[src/rtl/fp_addsub_issue.sv]
// Issue/sequencing stage in front of add_sub_top: accepts packed single-precision operands,
// holds the unpacked fields for EXEC_CYCLES, then returns fp_out/error. Optional macro: SPECIAL_BYPASS_EN.
module fp_addsub_issue #(
  parameter int unsigned EXEC_CYCLES = 2
) (
  input  logic        clk,
  input  logic        reset,
  input  logic        in_valid,
  output logic        in_ready,
  input  logic [31:0] in_a,
  input  logic [31:0] in_b,
  input  logic        in_op,
  output logic        sign1,
  output logic        sign2,
  output logic [7:0]  exp1,
  output logic [7:0]  exp2,
  output logic [22:0] sig1,
  output logic [22:0] sig2,
  output logic        opcode,
  input  logic [31:0] fp_out,
  input  logic [2:0]  error,
  output logic        out_valid,
  input  logic        out_ready,
  output logic [31:0] out_result,
  output logic [2:0]  out_error,
  output logic        busy
);

  localparam int unsigned CNT_W = 4;
  localparam int unsigned EXP_W = 8;
  localparam int unsigned SIG_W = 23;
  localparam int unsigned FP_W  = 32;
  localparam int unsigned ERR_W = 3;
  localparam logic [CNT_W-1:0] CNT_LAST = CNT_W'(EXEC_CYCLES - 1);

  typedef enum logic [1:0] {
    IDLE = 2'd0,
    EXEC = 2'd1,
    DONE = 2'd2
  } state_t;

  state_t             state_q, state_d;
  logic [CNT_W-1:0]   cnt_q, cnt_d;
  logic               sign1_q, sign1_d, sign2_q, sign2_d;
  logic [EXP_W-1:0]   exp1_q, exp1_d, exp2_q, exp2_d;
  logic [SIG_W-1:0]   sig1_q, sig1_d, sig2_q, sig2_d;
  logic               opcode_q, opcode_d;
  logic [FP_W-1:0]    out_result_q, out_result_d;
  logic [ERR_W-1:0]   out_error_q, out_error_d;
  logic               out_valid_q, out_valid_d;
  logic               in_ready_q, in_ready_d;
  logic               busy_q, busy_d;

`ifdef SPECIAL_BYPASS_EN
  localparam logic [FP_W-1:0] QNAN = 32'h7FC0_0000;
  logic a_nan, b_nan, a_inf, b_inf, sb_eff, byp_hit;
  logic [FP_W-1:0]  byp_result;
  logic [ERR_W-1:0] byp_error;

  // Operand classifier: NaN / Inf results resolved without the adder
  always_comb begin
    a_nan   = (&in_a[30:23]) & (|in_a[22:0]);
    b_nan   = (&in_b[30:23]) & (|in_b[22:0]);
    a_inf   = (&in_a[30:23]) & ~(|in_a[22:0]);
    b_inf   = (&in_b[30:23]) & ~(|in_b[22:0]);
    sb_eff  = in_b[31] ^ in_op;
    byp_hit = a_nan | b_nan | a_inf | b_inf;
    byp_result = QNAN;
    byp_error  = ERR_W'(1);
    if (a_nan || b_nan) begin
      byp_result = QNAN;
      byp_error  = ERR_W'(1);
    end else if (a_inf && b_inf) begin
      if (in_a[31] ^ sb_eff) begin
        byp_result = QNAN;
        byp_error  = ERR_W'(1);
      end else begin
        byp_result = {in_a[31], 8'hFF, 23'd0};
        byp_error  = '0;
      end
    end else if (a_inf) begin
      byp_result = {in_a[31], 8'hFF, 23'd0};
      byp_error  = '0;
    end else begin
      byp_result = {sb_eff, 8'hFF, 23'd0};
      byp_error  = '0;
    end
  end
`endif

  // Next-state and registered-output logic
  always_comb begin
    state_d      = state_q;
    cnt_d        = cnt_q;
    sign1_d      = sign1_q;
    sign2_d      = sign2_q;
    exp1_d       = exp1_q;
    exp2_d       = exp2_q;
    sig1_d       = sig1_q;
    sig2_d       = sig2_q;
    opcode_d     = opcode_q;
    out_result_d = out_result_q;
    out_error_d  = out_error_q;

    unique case (state_q)
      IDLE: begin
        if (in_valid) begin
          sign1_d  = in_a[31];
          exp1_d   = in_a[30:23];
          sig1_d   = in_a[22:0];
          sign2_d  = in_b[31];
          exp2_d   = in_b[30:23];
          sig2_d   = in_b[22:0];
          opcode_d = in_op;
          cnt_d    = '0;
          state_d  = EXEC;
`ifdef SPECIAL_BYPASS_EN
          if (byp_hit) begin
            sign1_d      = 1'b0;
            exp1_d       = '0;
            sig1_d       = '0;
            sign2_d      = 1'b0;
            exp2_d       = '0;
            sig2_d       = '0;
            opcode_d     = 1'b0;
            out_result_d = byp_result;
            out_error_d  = byp_error;
            state_d      = DONE;
          end
`endif
        end
      end
      EXEC: begin
        // Counter stops at its terminal value, so it never wraps
        if (cnt_q == CNT_LAST) begin
          out_result_d = fp_out;
          out_error_d  = error;
          state_d      = DONE;
        end else begin
          cnt_d = cnt_q + CNT_W'(1);
        end
      end
      DONE: begin
        if (out_ready) state_d = IDLE;
      end
      default: state_d = IDLE;
    endcase

    in_ready_d  = (state_d == IDLE);
    busy_d      = (state_d != IDLE);
    out_valid_d = (state_d == DONE);
  end

  always_ff @(posedge clk) begin
    if (reset) begin
      state_q      <= IDLE;
      cnt_q        <= '0;
      sign1_q      <= 1'b0;
      sign2_q      <= 1'b0;
      exp1_q       <= '0;
      exp2_q       <= '0;
      sig1_q       <= '0;
      sig2_q       <= '0;
      opcode_q     <= 1'b0;
      out_result_q <= '0;
      out_error_q  <= '0;
      out_valid_q  <= 1'b0;
      in_ready_q   <= 1'b1;
      busy_q       <= 1'b0;
    end else begin
      state_q      <= state_d;
      cnt_q        <= cnt_d;
      sign1_q      <= sign1_d;
      sign2_q      <= sign2_d;
      exp1_q       <= exp1_d;
      exp2_q       <= exp2_d;
      sig1_q       <= sig1_d;
      sig2_q       <= sig2_d;
      opcode_q     <= opcode_d;
      out_result_q <= out_result_d;
      out_error_q  <= out_error_d;
      out_valid_q  <= out_valid_d;
      in_ready_q   <= in_ready_d;
      busy_q       <= busy_d;
    end
  end

  assign in_ready   = in_ready_q;
  assign busy       = busy_q;
  assign out_valid  = out_valid_q;
  assign out_result = out_result_q;
  assign out_error  = out_error_q;
  assign sign1      = sign1_q;
  assign sign2      = sign2_q;
  assign exp1       = exp1_q;
  assign exp2       = exp2_q;
  assign sig1       = sig1_q;
  assign sig2       = sig2_q;
  assign opcode     = opcode_q;

endmodule

[config.mk]
export PLATFORM = sky130hd
export DESIGN_NAME = fp_addsub_issue
export DESIGN_NICKNAME = d
export VERILOG_FILES = /design/src/rtl/fp_addsub_issue.sv
export SDC_FILE = /design/constraint.sdc
export NUM_CORES = 1
export LEC_CHECK = 0
export ABC_AREA = 1
export BUFFER_PORTS_ARGS = -buffer_cell sky130_fd_sc_hd__buf_4
export CAP_MARGIN = 20
export CORE_MARGIN = 4
export CORE_UTILIZATION = 48
export DETAILED_ROUTE_END_ITERATION = 8
export GPL_TIMING_DRIVEN = 0
export PLACE_DENSITY = 0.85
export SLEW_MARGIN = 5
export SYNTH_ARGS = -nofsm -noshare
export SYNTH_HDL_FRONTEND = slang
export SYNTH_SLANG_ARGS = --single-unit
export TNS_END_PERCENT = 5
[constraint.sdc]
create_clock -name clk -period 2.55 [get_ports clk]
set_input_delay 0.51 -clock clk [delete_from_list [all_inputs] [get_ports clk]]
set_output_delay 0.51 -clock clk [all_outputs]
set_load 0.01 [all_outputs]
# After elaboration in Yosys (flattened, before gate mapping)

Index checks and enable logic that the tools add are counted.
W data, S select, Z words.

Word-level logic and storage cells: 35
Flip-flop bits (word level): 109
Input port bits: 104

Equality and inequality tests: 6
Add/sub/neg operators: 1
Multiplexer cells: 7
Reduce and logical (&&, ||, !) cells: 7

Operators with widths:

| operator              | number |
|---|---|
| $mux W4               | 2 |
| $pmux W4 S2           | 1 |
| $mux W2               | 3 |
| $pmux W2 S3           | 1 |
| $add A4 B1 Y4 const B | 1 |
| $eq A2 B2 Y1 const B  | 2 |
| $eq A4 B1 Y1 const B  | 1 |
| $logic_not A2 Y1      | 2 |
| $ne A2 B2 Y1 const B  | 2 |
| $reduce_and A2 Y1     | 2 |
| $reduce_bool A2 Y1    | 2 |
| $reduce_and A3 Y1     | 1 |
| $eq A2 B1 Y1 const B  | 1 |

# Longest topological paths before layout

Gate-level depths: netlist of run 1.

Depth in word-level cells: 4
Mapped depth: 8
Gate-level depth less buffers: 8

# Worst setup path after synthesis of run 1

OpenSTA, ideal clock, no wires.

Kind: reg2reg
From: register cnt_q[0]
To: register out_result_q[10] (netlist: out_result[10])
Setup time: 0.113 ns
Stages on the path, launching flop included: 7
Path slack: 1.306 ns
Arrival time: 1.130 ns
Required time: 2.437 ns
Clock period less this slack: 1.244 ns
Cells stage by stage: dfxtp_1 ha_1 nand3_4 buf_6 buf_6 o21ai_1 nor2_1

Word-level cells in the longest chain between the ends: 2

Ends and longest elaborated chain:

| what                               | line | text |
|---|---|---|
| start, declared                    | 43   | `logic [CNT_W-1:0] cnt_q, cnt_d;` |
| start signal, assigned             | 172  | `cnt_q <= cnt_d;` |
| $eq A4 B1 Y1                       | 135  | `if (cnt_q == CNT_LAST) begin` |
| $reduce_and A2 Y1 (no source line) | --   |  |
| end signal, assigned               | 180  | `out_result_q <= out_result_d;` |
| end, declared                      | 48   | `logic [FP_W-1:0] out_result_q, out_result_d;` |

No other way between the ends.
A chain may end at the register's enable or synchronous reset.

# Final worst setup path of run 1

From: register cnt_q[0]
To: register out_result_q[15] (netlist: out_result[15])

Same word-level chain as after synthesis.

==> out/metrics.csv, run 1 <==
stage,metric,value,unit
worst_setup_path,Critical Path AT,1660,ps
worst_setup_path,Critical Path Sink,out_result[15]$_SDFFE_PP0P_,
sta,Fin. Hold Viols,0,
cells_and_area,fin nets,815,
route,vias after detailed routing,3926,
hold_path,worst hold start,reset,
cells_and_area,footprint of the multi-input gates,1474,um2
clocking,Post-CTS Hold Fix Bufs,0,
worst_setup_path,Critical R2R Launch,cnt_q[0]$_SDFFE_PP0P_,
yosys,post-synth top area share,55.90,%
route,Pre-antenna DRT Iters,4,
power_and_ir_drop,P per Cell Area,634.7,nW/um2
yosys,post-synthesis compound-gate area fraction,13.91,%
worst_setup_path,"Largest stage delay, worst path",450,ps
flow_run,Max Cap Viol,0,
floorplanning,IO Pins,207,
clocking,CTS H-Tree Depth,3,
yosys,Synth area leader,dfxtp_1,
power_and_ir_drop,Worst VDD drop,388.0,uV
power_and_ir_drop,Pleak,2.708,nW
yosys,Mapped Cells,493,
run_status,outcome,completed,
floorplanning,# rows,32,
cells_and_area,Final Cell Area,5752,um2
cells_and_area,synthesis-to-finish area growth,47.34,%
yosys,Yosys reg bits,109,
yosys,main combinational cell family by area after synthesis,simple AND/OR/NAND/NOR gates,
global_routing,gr ovfl total,0,
global_routing,vias in the first global route,3834,
worst_setup_path,critical path peak fanout,10,
yosys,"EDFF count, synth",0,
yosys,Yosys cell types,22,
route,routed wire length,10.74,mm
sta,RSZ-0062 raised after global routing,false,
cells_and_area,register area,2182,um2
clocking,CTS Root Cell,clkbuf_8,
cells_and_area,Finished Core Util,73.67,%
worst_setup_path,Setup CP Type,flip-flop to flip-flop,
sta,min cycle time layout,1412,ps
sta,Max-Slew Margin vs Limit,71.83,%
yosys,synthesized area,3904,um2
yosys,most frequent cell after synthesis,nor2_1,
yosys,ys async rst share,0,%
sta,Fin Hold WS,360.4,ps
yosys,Post-synth top cells,"208 x nor2_1, 109 x dfxtp_1, 81 x o21ai_0",
yosys,sequential area share after synthesis,55.90,%
yosys,Synthesized Nets,599,
worst_setup_path,Worst Path Required,2800,ps
worst_setup_path,Crit path max-delay family,flip-flops,
yosys,post-synthesis mux area share,0,%
yosys,syn_area_per_cell,7.918,um2
cells_and_area,Ant. Diodes,0,
worst_setup_path,worst-path cell chain,"ha_1, nand3_4, buf_6, buf_8, o21ai_1, nor2_1",
floorplanning,initial core utilization,50.00,%
cells_and_area,Fillers,639,
worst_setup_path,end of the worst register-to-register path,out_result[15]$_SDFFE_PP0P_,
global_routing,largest net degree at the start of global routing,17,
yosys,Simple-Gate Fraction of Synth Area,23.21,%
yosys,post-synthesis xor/xnor area fraction,0,%
clocking,Post-CTS Resized,0,
placement,GPL Wtd Cong,0.8311,
placement,Post-DP HPWL,8.487,mm
clocking,worst-skew pair later-pin latency,350,ps
worst_setup_path,crit end category,flip-flop,
worst_setup_path,startpoint types,flip-flop,
clocking,total CTS buffers,9,
floorplanning,Die ar.,9639,um2
sta,"Setup violations, final",0,
global_routing,GRT Total Usage,21.58,%
route,Iteration-0 DRC Markers,141,
route,routed vias/inst,4.817,
clocking,CTS clock-pin slew for the worst setup and hold paths,100,ps
placement,placed cell area,5570,um2
worst_setup_path,reg2reg path depth,6,
sta,Setup Skew,8.838,ps
sta,Total Neg Setup Slack,0,ps
route,Post-route DRC,0,
yosys,Synth Warn #,0,
sta,Least-Margin Pin Slew,422.5,ps
clocking,postcts setup bufs,0,
clocking,Sink Count,109,
sta,period utilization,55.38,%
worst_setup_path,Worst Setup SP,cnt_q[0]$_SDFFE_PP0P_,
yosys,"Primary FF master, synth",dfxtp_1,
cells_and_area,ratio of cells with drive above 1 in the final layout,35.06,%
worst_setup_path,R2R setup slack,1140,ps
route,Wirelength per Cell,13.17,um
global_routing,initial antenna violation count,0,
yosys,Area contributors post-synth,"dfxtp_1 56%, nor2_1 20%, o21ai_0 10%",
worst_setup_path,slowest cell on the critical path,dfxtp_1,
sta,Max Clock Freq,0.7081,GHz
hold_path,Hold Path Class,input port to flip-flop,
route,Antenna Nets Post-Route,0,
worst_setup_path,Buf/Inv on CP,2,
placement,IO Port Bufs,205,
clocking,Max Buffers Root-to-Sink,2,
floorplanning,Vert. Die Dim,98.18,um
global_routing,first-pass GRT wire length,17.19,mm
clocking,CTS tree,built,
worst_setup_path,Levels on crit path,6,
floorplanning,die span in x,98.18,um
sta,Final Slew Violations,0,
floorplanning,Core Area,7807,um2
yosys,Synth Area in Adders,0.6410,%
==> worst min path at each step <==
stage                            endpoint  slack [ps]  depth (start not counted)
floorplan           cnt_q[1]$_SDFFE_PP0P_         500                          2
global placement     sig2[8]$_SDFFE_PP0P_         460                          2
detailed placement  sig1[15]$_SDFFE_PP0P_         470                          2
CTS                 cnt_q[3]$_SDFFE_PP0P_         350                          2
global route         out_valid$_SDFF_PP0_         350                          2
finish              cnt_q[3]$_SDFFE_PP0P_         360                          2
==> cell type report <==
type | count | area share [%]
clock buffers | 11 | 2.284
inverters | 13 | 0.8919
flip-flops and latches | 109 | 37.94
well taps | 102 | 2.219
multi-input cells | 338 | 25.63
clock inverters | 4 | 0.8701
plain buffers | 33 | 3.415
repair buffers | 205 | 26.76
==> logic make-up after synthesis <==
group                    after synthesis
AND/OR/NAND/NOR                      229
flip-flops                           109
AO/OA/AOI/OAI                        107
buffers and inverters                 46
adder cells (fa/ha/maj)                2
==> power by group <==
group | leakage, nW | switching [mW] | total, mW | internal [mW]
sequential | 0.896 | 0.0719 | 1.91 | 1.84
clock | 0.0854 | 0.544 | 0.993 | 0.449
combinational | 1.73 | 0.368 | 0.747 | 0.379
total | 2.71 | 0.984 | 3.65 | 2.67
==> routing by layer <==
| layer | global-route usage, % | vias to the layer above | share of wire [%] |
|---|---|---|---|
| met2 | 37.70 | 152 | 49 |
| met5 | 0 | - | 0 |
| met4 | 7.248 | 0 | 1.7 |
| met3 | 8.429 | 14 | 10 |
| met1 | 24.04 | 1766 | 39 |
| li1 | - | 1994 | - |
==> state kept, by name, summed over array words and instances, names as in the netlist <==
signal and flops:
out_result 32, opcode 1, out_error 3, busy 1
exp1 8, exp2 8, state_q 2, sig1 23
sign1 1, in_ready 1, sign2 1, sig2 23
cnt_q 4, out_valid 1
==> metrics by stage <==
| stage | power [mW] | worst slack (ps) | cells |
|---|---|---|---|
| 2_1_floorplan | 2.296 | 1306 | 493 |
| 5_1_grt | 3.851 | 1011 | 815 |
| 6_report | 3.650 | 1138 | 815 |
| 4_1_cts | 3.681 | 1148 | 815 |
| 3_5_place_dp | 2.704 | 1010 | 800 |
| 3_3_place_gp | 2.675 | 1041 | 800 |
==> placed cells by master, fill, tap and decap left out, types with 4 or more instances in the layout <==
cell        n
inv_1       7
dfxtp_1   109
buf_6       4
buf_4     210
inv_2       5
o21ai_0    81
buf_2       9
clkbuf_8    9
o21ai_1    18
clkbuf_1   15
nand2_1    11
nor2_1    208
a21oi_1     6
nand3_1     5
Note: power is estimated with default switching activity, not from simulation.
==> inputs of run 2 (changes only) <==
Settings changed: CORE_UTILIZATION 48 to 40, PLACE_DENSITY 0.85 to 0.75.
Clock period 2.55 ns to 1.1 ns, I/O delays scaled along.
==> run 2 against run 1 <==
Net effect: utilization is 6.6 points lower; die area is 18% higher; via count is 2.7% higher; flip-flop and latch count stayed put; maximum frequency is 14% higher; the run now ends with negative setup slack left; critical path depth stayed put.
==> out/metrics.csv, run 2 (same netlist as run 1, synthesis figures left out) <==
stage,metric,value,unit
global_routing,first-pass GRT wire length,18.64,mm
sta,Fin Hold WS,46.95,ps
flow_run,Max Cap Viol,0,
clocking,CTS Root Cell,clkbuf_8,
route,Pre-antenna DRT Iters,5,
sta,Final Slew Violations,0,
worst_setup_path,Setup CP Type,flip-flop to flip-flop,
worst_setup_path,critical path peak fanout,6,
route,Wirelength per Cell,14.01,um
power_and_ir_drop,internal power,6.536,mW
floorplanning,Die ar.,11400,um2
clocking,Sink Count,109,
clocking,CTS clock-pin slew for the worst setup and hold paths,110,ps
hold_path,Hold Path Class,input port to flip-flop,
cells_and_area,ratio of cells with drive above 1 in the final layout,45.18,%
sta,min cycle time layout,1238,ps
worst_setup_path,Worst Path Required,1340,ps
sta,RSZ-0062 raised after global routing,true,
floorplanning,IO Pins,207,
sta,"Setup violations, final",97,
global_routing,largest net degree at the start of global routing,19,
floorplanning,Vert. Die Dim,106.8,um
placement,GPL Wtd Cong,0.7906,
placement,placed cell count,827,
power_and_ir_drop,combinational fraction of design power,22.4,%
cells_and_area,"commonest non-fill, non-tap cells in the layout","214 x buf_4, 201 x nor2_1, 91 x dfxtp_1",
clocking,CTS H-Tree Depth,3,
sta,Max-Slew Margin vs Limit,61.55,%
route,routed wire length,11.98,mm
worst_setup_path,crit end category,flip-flop,
sta,Max Clock Freq,0.8074,GHz
run_status,failing checks,negative setup slack,
cells_and_area,post-route insts no fill,855,
route,Post-route DRC,0,
floorplanning,# rows,35,
power_and_ir_drop,clock power share,28.5,%
power_and_ir_drop,Worst VDD drop,847.7,uV
route,Iteration-0 DRC Markers,190,
power_and_ir_drop,P per Cell Area,1439,nW/um2
global_routing,vias in the first global route,3962,
cells_and_area,"commonest non-fill, non-tap cell in the layout",buf_4,
power_and_ir_drop,Final Total Pwr,9.044,mW
placement,IO Port Bufs,205,
power_and_ir_drop,NetSw,2.508,mW
clocking,total CTS buffers,9,
power_and_ir_drop,Pleak,2.910,nW
placement,Post-DP HPWL,8.898,mm
power_and_ir_drop,Switching Share,27.73,%
floorplanning,initial core utilization,41.66,%
cells_and_area,Ant. Diodes,0,
run_status,outcome,finished with violations,
sta,period utilization,112.6,%
sta,final worst slack,-138.5,ps
route,Antenna Nets Post-Route,0,
sta,Fin. Hold Viols,0,
cells_and_area,Finished Core Util,67.08,%
global_routing,initial antenna violation count,0,
global_routing,gr ovfl total,0,
worst_setup_path,startpoint types,flip-flop,
placement,pre-CTS setup slack,-177.6,ps
cells_and_area,fin nets,827,
route,vias after detailed routing,4032,
clocking,Max Buffers Root-to-Sink,2,
clocking,worst-skew pair later-pin latency,350,ps
cells_and_area,max FFs per register,32,
route,routed vias/inst,4.716,
worst_setup_path,Critical Path AT,1480,ps
clocking,CTS tree,built,
floorplanning,die span in x,106.8,um
sta,Setup Skew,14.64,ps
cells_and_area,synthesis-to-finish area growth,61.03,%
sta,Least-Margin Pin Slew,576.8,ps
power_and_ir_drop,sequential share of power,49.1,%
global_routing,GRT Total Usage,20.04,%
floorplanning,Core Area,9371,um2
[run 2: changes by cell type in the layout (fill, tap and decap cells not counted), moves of 4 or more]
| cell | change |
|---|---|
| buf_6 | +6 |
| nor2_2 | +7 |
| nor2_1 | -7 |
| dfxtp_1 | -18 |
| clkbuf_1 | -8 |
| buf_8 | +6 |
| dfxtp_2 | +15 |
| o21ai_2 | +25 |
| buf_4 | +4 |
| o21ai_0 | -24 |
[run 2: repair_timing]
action,in CTS,in global routing
hold buffers,0,0
pin swaps,40,13
setup endpoints to repair,104,125
gates resized for setup,64,72
gates cloned,1,1
buffers inserted,9,1
[run 2: worst paths after layout]
| check | slack, ps | endpoint | cells past startpoint | start |
|---|---|---|---|---|
| hold / removal | 50 | cnt_q[2]$_SDFFE_PP0P_ | 2 | reset |
| setup reg to reg | -140 | out_result[11]$_SDFFE_PP0P_ | 6 | cnt_q[2]$_SDFFE_PP0P_ |
| hold reg to reg | 480 | sig2[10]$_SDFFE_PP0P_ | 2 | sig2[10]$_SDFFE_PP0P_ |
| setup / recovery | -140 | out_result[11]$_SDFFE_PP0P_ | 6 | cnt_q[2]$_SDFFE_PP0P_ |
[run 2: power by group through the flow]
stage	Clock, mW	Combinational [mW]	Sequential (mW)
after floorplan	0	0.678	4.65
after global placement	0	1.72	4.51
after detailed placement	0	1.76	4.53
after CTS	2.64	1.93	4.43
after global routing	2.77	2.23	4.49
final	2.58	2.03	4.44
[run 2: layout make-up]
| class | count | area (um2) |
|---|---|---|
| Tap cell | 129 | 161.4 |
| Clock inverter | 5 | 65.06 |
| Buffer | 33 | 319.1 |
| Sequential cell | 109 | 2212 |
| Inverter | 13 | 58.81 |
| Fill cell | 841 | 3085 |
| Clock buffer | 11 | 151.4 |
| Timing Repair Buffer | 217 | 1687 |
| Multi-Input combinational cell | 338 | 1632 |
[run 2: metrics by stage]
stage               area [um2]  setup TNS (ps)
finish                    6286           -6144
global route              6286          -12670
CTS                       6071           -7109
detailed placement        5619          -12710
global placement          5619           -9135
floorplan                 3919          -520.8
[run 2: worst max-delay path, cell delays in order (launching register included)]
cell and delay (ps):
dfxtp_4 390, nor2_4 130, nand3_4 120, buf_8 160
buf_12 130, o21ai_4 150, nor2_2 50
[run 2: routing by layer]
layer  track usage [%]  wire length [um]
met1             23.23              4610
met2             35.34              6023
met3             6.201              1108
met4             6.119               238
met5                 0                 0
